**src/rtl/timed_event_queue_if.sv**
```systemverilog
`default_nettype none
// +----------------------------------------------------------------------------+
// | Module   : timed_event_queue_if                                            |
// | Purpose  : Write, flush, time and fire/late bus of the timed event queue.  |
// | Revision : 1.0  initial release                                            |
// +----------------------------------------------------------------------------+
interface timed_event_queue_if #(
  parameter int ADDR_WIDTH = 4,
  parameter int DATA_WIDTH = 128
);
  logic                  flush;
  logic                  wr_en;
  logic [DATA_WIDTH-1:0] wr_data;
  logic [63:0]           counter;
  logic                  full;
  logic                  empty;
  logic [ADDR_WIDTH:0]   count;
  logic                  overflow;
  logic                  counter_matched;
  logic [DATA_WIDTH-1:0] gpo_in;
  logic                  late_error;
  logic [DATA_WIDTH-1:0] late_data;

  modport master (
    output flush, wr_en, wr_data, counter,
    input  full, empty, count, overflow, counter_matched, gpo_in, late_error, late_data
  );

  modport slave (
    input  flush, wr_en, wr_data, counter,
    output full, empty, count, overflow, counter_matched, gpo_in, late_error, late_data
  );
endinterface
`default_nettype wire

```
**src/rtl/timed_event_queue.sv**
```systemverilog
`default_nettype none
// +----------------------------------------------------------------------------+
// | Module   : timed_event_queue                                               |
// | Purpose  : Timestamp-scheduled instruction queue feeding a GPO core; fires |
// |            the head when its timestamp equals the system counter.          |
// | Option   : TIMED_EVENT_QUEUE_LATE_FIRE_EN - still emit late heads.         |
// | Revision : 1.0  initial release                                            |
// +----------------------------------------------------------------------------+
module timed_event_queue #(
  parameter int ADDR_WIDTH = 4,
  parameter int DATA_WIDTH = 128
) (
  input  logic              CLK100MHZ,
  input  logic              reset,
  timed_event_queue_if.slave bus
);
  localparam int                  DEPTH     = 1 << ADDR_WIDTH;
  localparam logic [ADDR_WIDTH:0] DEPTH_CNT = (ADDR_WIDTH+1)'(DEPTH);

  typedef enum logic [1:0] {
    IDLE  = 2'd0,
    FETCH = 2'd1,
    ARMED = 2'd2
  } state_t;

  state_t                state_q, state_d;
  logic [ADDR_WIDTH:0]   wr_ptr_q, wr_ptr_d;
  logic [ADDR_WIDTH:0]   rd_ptr_q, rd_ptr_d;
  logic [ADDR_WIDTH:0]   count_q, count_d;
  logic                  full_q, full_d;
  logic                  empty_q, empty_d;
  logic                  overflow_q, overflow_d;
  logic                  matched_q, matched_d;
  logic                  late_q, late_d;
  logic [DATA_WIDTH-1:0] gpo_q, gpo_d;
  logic [DATA_WIDTH-1:0] late_data_q, late_data_d;
  logic [DATA_WIDTH-1:0] head_q;
  logic [DATA_WIDTH-1:0] mem_q [DEPTH];

  logic                  wr_ok;
  logic                  pop;
  logic                  ram_nonempty;
  logic [63:0]           head_ts;

  assign wr_ok        = bus.wr_en && !full_q && !bus.flush;
  assign ram_nonempty = (wr_ptr_q != rd_ptr_q);
  assign head_ts      = head_q[DATA_WIDTH-1 -: 64];

  assign bus.full            = full_q;
  assign bus.empty           = empty_q;
  assign bus.count           = count_q;
  assign bus.overflow        = overflow_q;
  assign bus.counter_matched = matched_q;
  assign bus.gpo_in          = gpo_q;
  assign bus.late_error      = late_q;
  assign bus.late_data       = late_data_q;

  always_comb begin
    state_d     = state_q;
    rd_ptr_d    = rd_ptr_q;
    wr_ptr_d    = wr_ptr_q + (ADDR_WIDTH+1)'(wr_ok);
    pop         = 1'b0;
    overflow_d  = bus.wr_en && full_q && !bus.flush;
    matched_d   = 1'b0;
    late_d      = 1'b0;
    gpo_d       = gpo_q;
    late_data_d = late_data_q;

    case (state_q)
      IDLE: begin
        if (ram_nonempty) state_d = FETCH;
      end
      FETCH: begin
        rd_ptr_d = rd_ptr_q + 1'b1;
        state_d  = ARMED;
      end
      ARMED: begin
        if (head_ts == bus.counter) begin
          pop       = 1'b1;
          matched_d = 1'b1;
          gpo_d     = head_q;
        end else if (head_ts < bus.counter) begin
          pop         = 1'b1;
          late_d      = 1'b1;
          late_data_d = head_q;
`ifdef TIMED_EVENT_QUEUE_LATE_FIRE_EN
          matched_d   = 1'b1;
          gpo_d       = head_q;
`endif
        end
        if (pop) state_d = ram_nonempty ? FETCH : IDLE;
      end
      default: state_d = IDLE;
    endcase

    count_d = count_q + (ADDR_WIDTH+1)'(wr_ok) - (ADDR_WIDTH+1)'(pop);

    // Flush drops everything queued but keeps the last fired/late entries visible.
    if (bus.flush) begin
      state_d     = IDLE;
      rd_ptr_d    = '0;
      wr_ptr_d    = '0;
      count_d     = '0;
      overflow_d  = 1'b0;
      matched_d   = 1'b0;
      late_d      = 1'b0;
      gpo_d       = gpo_q;
      late_data_d = late_data_q;
    end

    full_d  = (count_d == DEPTH_CNT);
    empty_d = (count_d == '0);
  end

  always_ff @(posedge CLK100MHZ) begin
    if (reset) begin
      state_q     <= IDLE;
      wr_ptr_q    <= '0;
      rd_ptr_q    <= '0;
      count_q     <= '0;
      full_q      <= 1'b0;
      empty_q     <= 1'b1;
      overflow_q  <= 1'b0;
      matched_q   <= 1'b0;
      late_q      <= 1'b0;
      gpo_q       <= '0;
      late_data_q <= '0;
    end else begin
      state_q     <= state_d;
      wr_ptr_q    <= wr_ptr_d;
      rd_ptr_q    <= rd_ptr_d;
      count_q     <= count_d;
      full_q      <= full_d;
      empty_q     <= empty_d;
      overflow_q  <= overflow_d;
      matched_q   <= matched_d;
      late_q      <= late_d;
      gpo_q       <= gpo_d;
      late_data_q <= late_data_d;
    end
  end

  // Storage has no reset; the head register doubles as the RAM's registered read port.
  always_ff @(posedge CLK100MHZ) begin
    if (wr_ok) mem_q[wr_ptr_q[ADDR_WIDTH-1:0]] <= bus.wr_data;
    if (state_q == FETCH) head_q <= mem_q[rd_ptr_q[ADDR_WIDTH-1:0]];
  end
endmodule
`default_nettype wire
```
**src/flat_wrapper.sv**
```systemverilog
// flat-port wrapper written by rule: the top's interface ports become plain ports
module timed_event_queue_flat 
#(
  parameter int ADDR_WIDTH = 4,
  parameter int DATA_WIDTH = 128
)
  (CLK100MHZ, reset, bus_flush, bus_wr_en, bus_wr_data, bus_counter, bus_full, bus_empty, bus_count, bus_overflow, bus_counter_matched, bus_gpo_in, bus_late_error, bus_late_data);
  timed_event_queue_if #(.ADDR_WIDTH(ADDR_WIDTH), .DATA_WIDTH(DATA_WIDTH)) bus_i ();
  input  logic CLK100MHZ;
  input  logic reset;
  input wire logic [$bits(bus_i.flush)-1:0] bus_flush;
  input wire logic [$bits(bus_i.wr_en)-1:0] bus_wr_en;
  input wire logic [$bits(bus_i.wr_data)-1:0] bus_wr_data;
  input wire logic [$bits(bus_i.counter)-1:0] bus_counter;
  output wire logic [$bits(bus_i.full)-1:0] bus_full;
  output wire logic [$bits(bus_i.empty)-1:0] bus_empty;
  output wire logic [$bits(bus_i.count)-1:0] bus_count;
  output wire logic [$bits(bus_i.overflow)-1:0] bus_overflow;
  output wire logic [$bits(bus_i.counter_matched)-1:0] bus_counter_matched;
  output wire logic [$bits(bus_i.gpo_in)-1:0] bus_gpo_in;
  output wire logic [$bits(bus_i.late_error)-1:0] bus_late_error;
  output wire logic [$bits(bus_i.late_data)-1:0] bus_late_data;
  assign bus_i.flush = bus_flush;
  assign bus_i.wr_en = bus_wr_en;
  assign bus_i.wr_data = bus_wr_data;
  assign bus_i.counter = bus_counter;
  assign bus_full = bus_i.full;
  assign bus_empty = bus_i.empty;
  assign bus_count = bus_i.count;
  assign bus_overflow = bus_i.overflow;
  assign bus_counter_matched = bus_i.counter_matched;
  assign bus_gpo_in = bus_i.gpo_in;
  assign bus_late_error = bus_i.late_error;
  assign bus_late_data = bus_i.late_data;
  timed_event_queue #(.ADDR_WIDTH(ADDR_WIDTH), .DATA_WIDTH(DATA_WIDTH)) u_core (.CLK100MHZ(CLK100MHZ), .reset(reset), .bus(bus_i));
endmodule
```
**config.mk**
```make
export PLATFORM = sky130hd
export DESIGN_NAME = timed_event_queue_flat
export DESIGN_NICKNAME = d
export VERILOG_FILES = /design/src/rtl/timed_event_queue_if.sv /design/src/rtl/timed_event_queue.sv /design/src/flat_wrapper.sv
export SDC_FILE = /design/constraint.sdc
export NUM_CORES = 2
export LEC_CHECK = 0
export CORE_ASPECT_RATIO = 1.25
export CORE_MARGIN = 10
export CORE_UTILIZATION = 60
export CTS_BUF_LIST = sky130_fd_sc_hd__clkbuf_2
export DETAILED_ROUTE_END_ITERATION = 12
export MAX_ROUTING_LAYER = met4
export PLACE_DENSITY = 0.82
export REMOVE_ABC_BUFFERS = 1
export SETUP_SLACK_MARGIN = 0.2
export SLEW_MARGIN = 0
export SYNTH_ARGS = -nofsm -noshare
export SYNTH_HDL_FRONTEND = slang
export SYNTH_SLANG_ARGS = --single-unit
```
**constraint.sdc**
```tcl
create_clock -name CLK100MHZ -period 16.94 [get_ports CLK100MHZ]
set_input_delay 3.388 -clock CLK100MHZ [delete_from_list [all_inputs] [get_ports CLK100MHZ]]
set_output_delay 3.388 -clock CLK100MHZ [all_outputs]
set_load 0.02 [all_outputs]
```
**After elaboration in Yosys (flattened, before gate mapping)**

Memories as Yosys holds them, arrays and structs flattened. A register that Yosys moved wholly into a read port is not among the register bits.
Index checks and enable logic that the tools add are counted.

- $add $sub $neg: 4
- Order comparisons: 1
- Equality and inequality tests: 7
- Mux-type cells: 12
- Bitwise operators: 3
- Reductions and logical operators: 14

Operator list:

| cell | count |
|---|---|
| 64-bit == test | 1 |
| 64-bit < comparator | 1 |
| 5-bit by 1-bit adder with 5-bit output | 2 |
| 1-bit 2-to-1 mux | 8 |
| 2-bit case mux with 3 select lines | 1 |
| 5-bit by 1-bit adder with 5-bit output (second input constant) | 1 |
| 5-bit == test (second input constant) | 1 |
| 5-bit zero test | 1 |
| 5-bit 2-to-1 mux | 1 |
| 5-bit inequality test | 1 |
| 5-bit by 1-bit subtractor with 5-bit output | 1 |
| 1-bit logical AND | 4 |
| 2-bit 2-to-1 mux | 2 |
| 2-bit by 1-bit inequality test with 1-bit output (second input constant) | 2 |
| 4-bit AND reduction | 1 |
| 4-bit OR reduction | 1 |
| 1-bit NOT | 3 |
| 3-bit AND reduction | 1 |
| 3-bit OR reduction | 1 |
| 2-bit by 1-bit == test with 1-bit output (second input constant) | 1 |
| 2-bit == test (second input constant) | 1 |
| 1-bit zero test | 2 |
| 2-bit zero test | 1 |
| 2-bit AND reduction | 1 |
| 2-bit OR reduction | 1 |

- Register bits after elaboration: 278
- RAM bits: 2048
- Bits of input ports: 196
- Output and inout bits: 266
- Word-level logic and storage cells: 53
- Memories kept: 1

Memories:

| name | depth | bits a word | read ports | clocked after memory_dff | wr ports | line | source |
|---|---|---|---|---|---|---|---|
| u_core.mem_q | 16 | 128 | 1 | 1 | 1 | timed_event_queue.sv:38 | `logic [DATA_WIDTH-1:0] mem_q [DEPTH];` |

**Longest topological paths before layout**

- Depth after elaboration: 8
- Gate-level depth with buffers: 22

**Worst setup path after synthesis**

No wires, ideal clock.

- Kind: input to register
- Start point: input bus_flush
- End point: memory u_core.mem_q[0][0], enable pin
- Arrival: 13174 ps
- Data required time: 16168 ps
- Setup slack: 2994 ps
- Stages on the path: 4
- Buffers on the path: 1
- Path through: clkbuf_1 -> nor3b_1 -> or3b_2 -> nor3_1

- Cells in the longest elaborated chain, start to end: 4

Ends and longest elaborated chain:

| item | line | source |
|---|---|---|
| from (decl) | flat_wrapper.sv:11 | `input wire logic [$bits(bus_i.flush)-1:0] bus_flush;` |
| 1-bit zero test | timed_event_queue.sv:45 | `assign wr_ok = bus.wr_en && !full_q && !bus.flush;` |
| 1-bit logical AND | timed_event_queue.sv:45 |  |
| 1-bit 2-to-1 mux | timed_event_queue.sv:145 | `if (wr_ok) mem_q[wr_ptr_q[ADDR_WIDTH-1:0]] <= bus.wr_data;` |
| 1-bit 2-to-1 mux (implied by the code) | timed_event_queue.sv:145 |  |
| to (decl) | timed_event_queue.sv:38 |  |

No other way between the ends.

**Worst setup path in the final report**

- Start point: input bus_counter[3]
- End point: register u_core.late_data_q[46], in the netlist u_core.bus.late_data[46]

- Cells in the longest elaborated chain, start to end: 3

Ends and longest elaborated chain:

| item | line | source |
|---|---|---|
| from (decl) | flat_wrapper.sv:14 | `input wire logic [$bits(bus_i.counter)-1:0] bus_counter;` |
| parallel branches: the longest is 2 deep, another holds 64-bit < comparator | n/a |  |
| 4-bit AND reduction (no source line) (*) | n/a |  |
| to (signal assigned) | timed_event_queue.sv:139 | `late_data_q <= late_data_d;` |
| to (decl) | timed_event_queue.sv:36 | `logic [DATA_WIDTH-1:0] late_data_q, late_data_d;` |

Every way passes the cells marked *.
A chain may end at the register's enable or synchronous reset.

==> run_results.csv <==
group,metric,value,unit
final_layout,syn2layout_area_growth,13.3,%
die,core_area,0.154,sq mm
routing,first_iter_violations,5996,
synthesis,syn_area,0.0925,sq mm
synthesis,synth.most_common_cell,"edfxtp_1",
place,gp_congestion,0.816,
pwr,irDropWorstVdd,0.0918,mV
timing,setup_violations,0,
cts,cts_tree,"done",
place,dpl-instance-area,0.0995,sq mm
routing,num_vias,49134,
cts,cts_inserted_buffers,574,
critical_path,crit_path_end_kind,"flop",
pwr,p_sw_share,22.4,%
cts,cts.path.max_buffers,4,
timing,fin_skew,0.109,ns
timing,slew_violations,0,
synthesis,synthAdderAreaFrac,0.996,%
die,die_x,371,um
synthesis,synth_commonest_cells,"2176 x edfxtp_1, 640 x mux4_2, 285 x a21oi_1",
synthesis,synth_flop_cell,"edfxtp_1",
pwr,p_sw,0.00237,W
place,dp_hpwl,119000,um
cts,clk_latency,1.84,ns
cts,cts_root_buf,"clkbuf_2",
cts,clk_pin_slew,0.10,ns
synthesis,async_flop_share,0,%
pwr,pwr-share-seq,62.4,%
critical_path,arrival,8.11,ns
die,ios,462,
critical_path,crit_fanout,75,
cts,cts_max_level,6,
critical_path,r2r_cells,6,
hold_path,hp-class,"flop to flop",
routing,final_antenna_net_count,0,
final_layout,drive_gt1_share,28.7,%
timing,finalCriticalPeriod,6.44,ns
critical_path,crit_path_cell_trace,"clkdlybuf4s50_1 -> inv_1 -> ha_1 -> nand4_1 -> nor4_2 -> and4_1 -> nor3_2 -> or4b_4 -> buf_4 -> o21ai_0 -> a21oi_1",
synthesis,muxShareOfSynthArea,15.6,%
global_routing,grtUsageTotal,27.2,%
synthesis,netlist.area_leader.share,70.7,%
timing,rsz0062_at_grt,"no",
cts,ctsResizeCount,0,
timing,max_slew_margin,13.2,%
global_routing,antenna_found_initial,38,
cts,hold_buffers,0,
synthesis,netlist_instances,4479,
critical_path,crit_path_start_kind,"primary input",
pwr,p_leak,33.0,nW
final_layout,nets,5590,
global_routing,grt_pass1_wl,332000,um
critical_path,required,18.62,ns
synthesis,ys_top_cells_by_area,"edfxtp_1 71%, mux4_2 16%, dfxtp_1 6.0%",
critical_path,critical_path_class,"primary input to flop",
cts,cts.sinks,2454,
timing,tns,0,ns
pwr,internal_power,0.00821,W
synthesis,synth_warnings,0,
routing,remaining_drc_errors,0,
synthesis,syn_avg_cell_area,20.6,sq um
routing,routed_wl,223000,um
routing,wl_per_cell,28.6,um
synthesis,synthSimpleGateAreaFrac,2.58,%
die,start_util,60.2,%
timing,hold_ws,0.454,ns
routing,first_pass_iters,6,
timing,worst_pin_slew,1.30,ns
synthesis,synth_compound_area_share,2.47,%
die,die-area,0.170,sq mm
synthesis,synth_xor_area_share,0.152,%
critical_path,cp_num_cells,11,
final_layout,stdcell_area,0.105,sq mm
place,pre_cts_ws,8.88,ns
critical_path,critPathBufInv,3,
global_routing,grt_pass1_vias,51478,
pwr,clock_power_share,35.4,%
timing,fin_ws,10.50,ns
synthesis,synth-edff-count,2176,
cts,post-cts-setup-buffer-count,0,
pwr,pwr-share-comb,2.2,%
die,row_count,161,
routing,avgViaCountPerCell,6.29,
synthesis,synth_top_family_by_area,"multiplexers",
final_layout,final_util,68.1,%
global_routing,grt_max_degree,149,
timing,fin_crit_sh,38.0,%
critical_path,crit_family,"simple AND/OR/NAND/NOR gates",
hold_path,hold_path_depth,2,
critical_path,cpPeakStageDelay,0.92,ns
synthesis,synth_seq_cells,2454,
timing,finalHoldViolCount,0,
place,port_buffers,461,
critical_path,crit_slowest_cell,"nor4_2",
timing,fmax,155,MHz
synthesis,ys_seq_area_share,76.7,%
flow_run,drv_cap,0,
pwr,pwr_density_cell,101,mW/mm^2
synthesis,synthDistinctLibCells,53,
die,die_h,459,um
global_routing,overflow,0,
synthesis,yosysTopAreaCell,"edfxtp_1",
outcome,status,"completed",
[worst paths after layout]
check	startpoint	endpoint	slack [ns]
worst min-delay path	u_core.bus.gpo_in[59]	u_core.bus.gpo_in[59]	0.45
worst max register to register	u_core.rd_ptr_q[0]	u_core.head_q[50]	11.35
worst min register to register	u_core.bus.gpo_in[59]	u_core.bus.gpo_in[59]	0.45
worst max-delay path	bus_counter[3]	u_core.bus.late_data[46]	10.50
[worst register-to-register path, stage by stage (launching register included)]
cell     delay [ns]
dfxtp_4        0.97
buf_12         0.59
buf_4          0.91
buf_4          0.74
buf_4          0.84
mux4_2         0.69
mux4_2         0.53
[cell usage in the layout (no fill, tap or decap), types with 3 or more instances in the layout]
master              n
a21o_1              5
a21oi_1           285
and2_1              3
buf_12             12
buf_4              71
bufinv_16          14
clkbuf_2          836
clkdlybuf4s50_1   460
clkinv_1          103
clkinv_2           20
dfxtp_1           274
dfxtp_4             4
diode_2            42
edfxtp_1         2176
ha_1               72
inv_1              74
inv_2              16
mux4_2            640
nand2_1           272
nand2b_1            3
nand3_1            13
nand4_1           145
nor2_1             18
nor2_4             12
nor3_1              6
nor3_2              6
nor4_1              4
o21ai_0           113
o21ai_1            20
or3_1               3
xnor2_1             6
xor2_1             10
[logic make-up after synthesis]
group	Yosys count
AO/OA/AOI/OAI	440
XOR/XNOR	16
flip-flops	2454
buffers and inverters	352
multiplexers	641
AND/OR/NAND/NOR	503
adder cells (fa/ha/maj)	73
[flip-flops by register name (all words and copies together) (netlist names), 2 cells and up]
register / flops
u_core.bus.count: 5
u_core.bus.gpo_in: 128
u_core.bus.late_data: 128
u_core.head_q: 128
u_core.mem_q: 2048
u_core.rd_ptr_q: 5
u_core.state_q: 2
u_core.wr_ptr_q: 5
[final cells by class]
type,count,area [sq um]
diodes,42,105
clock buffers,836,4180
clock inverters,154,975
fillers,9613,49000
inverters,74,278
multi-input cells,1673,20300
flip-flops and latches,2454,70900
well taps,2037,2550
repair buffers,544,5390
[power by group through the flow]
stage / Combinational, W / Clock, W / Sequential (W)
3_5_place_dp: 0.000235 / 0 / 0.00674
3_3_place_gp: 0.000224 / 0 / 0.00674
4_1_cts: 0.000236 / 0.00384 / 0.00660
6_report: 0.000236 / 0.00375 / 0.00660
5_1_grt: 0.000256 / 0.00413 / 0.00661
2_1_floorplan: 0.0000945 / 0 / 0.00675
[metrics by stage]
| step | cells | power, W |
|---|---|---|
| floorplan | 4201 | 0.00684 |
| global placement | 6782 | 0.00696 |
| detailed placement | 6782 | 0.00698 |
| CTS | 7772 | 0.0107 |
| global route | 7807 | 0.0110 |
| finish | 7814 | 0.0106 |
[routing by layer]
layer | share of wire, % | global-route usage (%) | vias up
li1 | - | - | 20546
met1 | 39 | 35.9 | 25422
met2 | 49 | 41.5 | 2764
met3 | 10 | 7.46 | 402
met4 | 2.3 | 8.83 | 0
met5 | 0 | - | -
(Power assumes the default switching activity.)
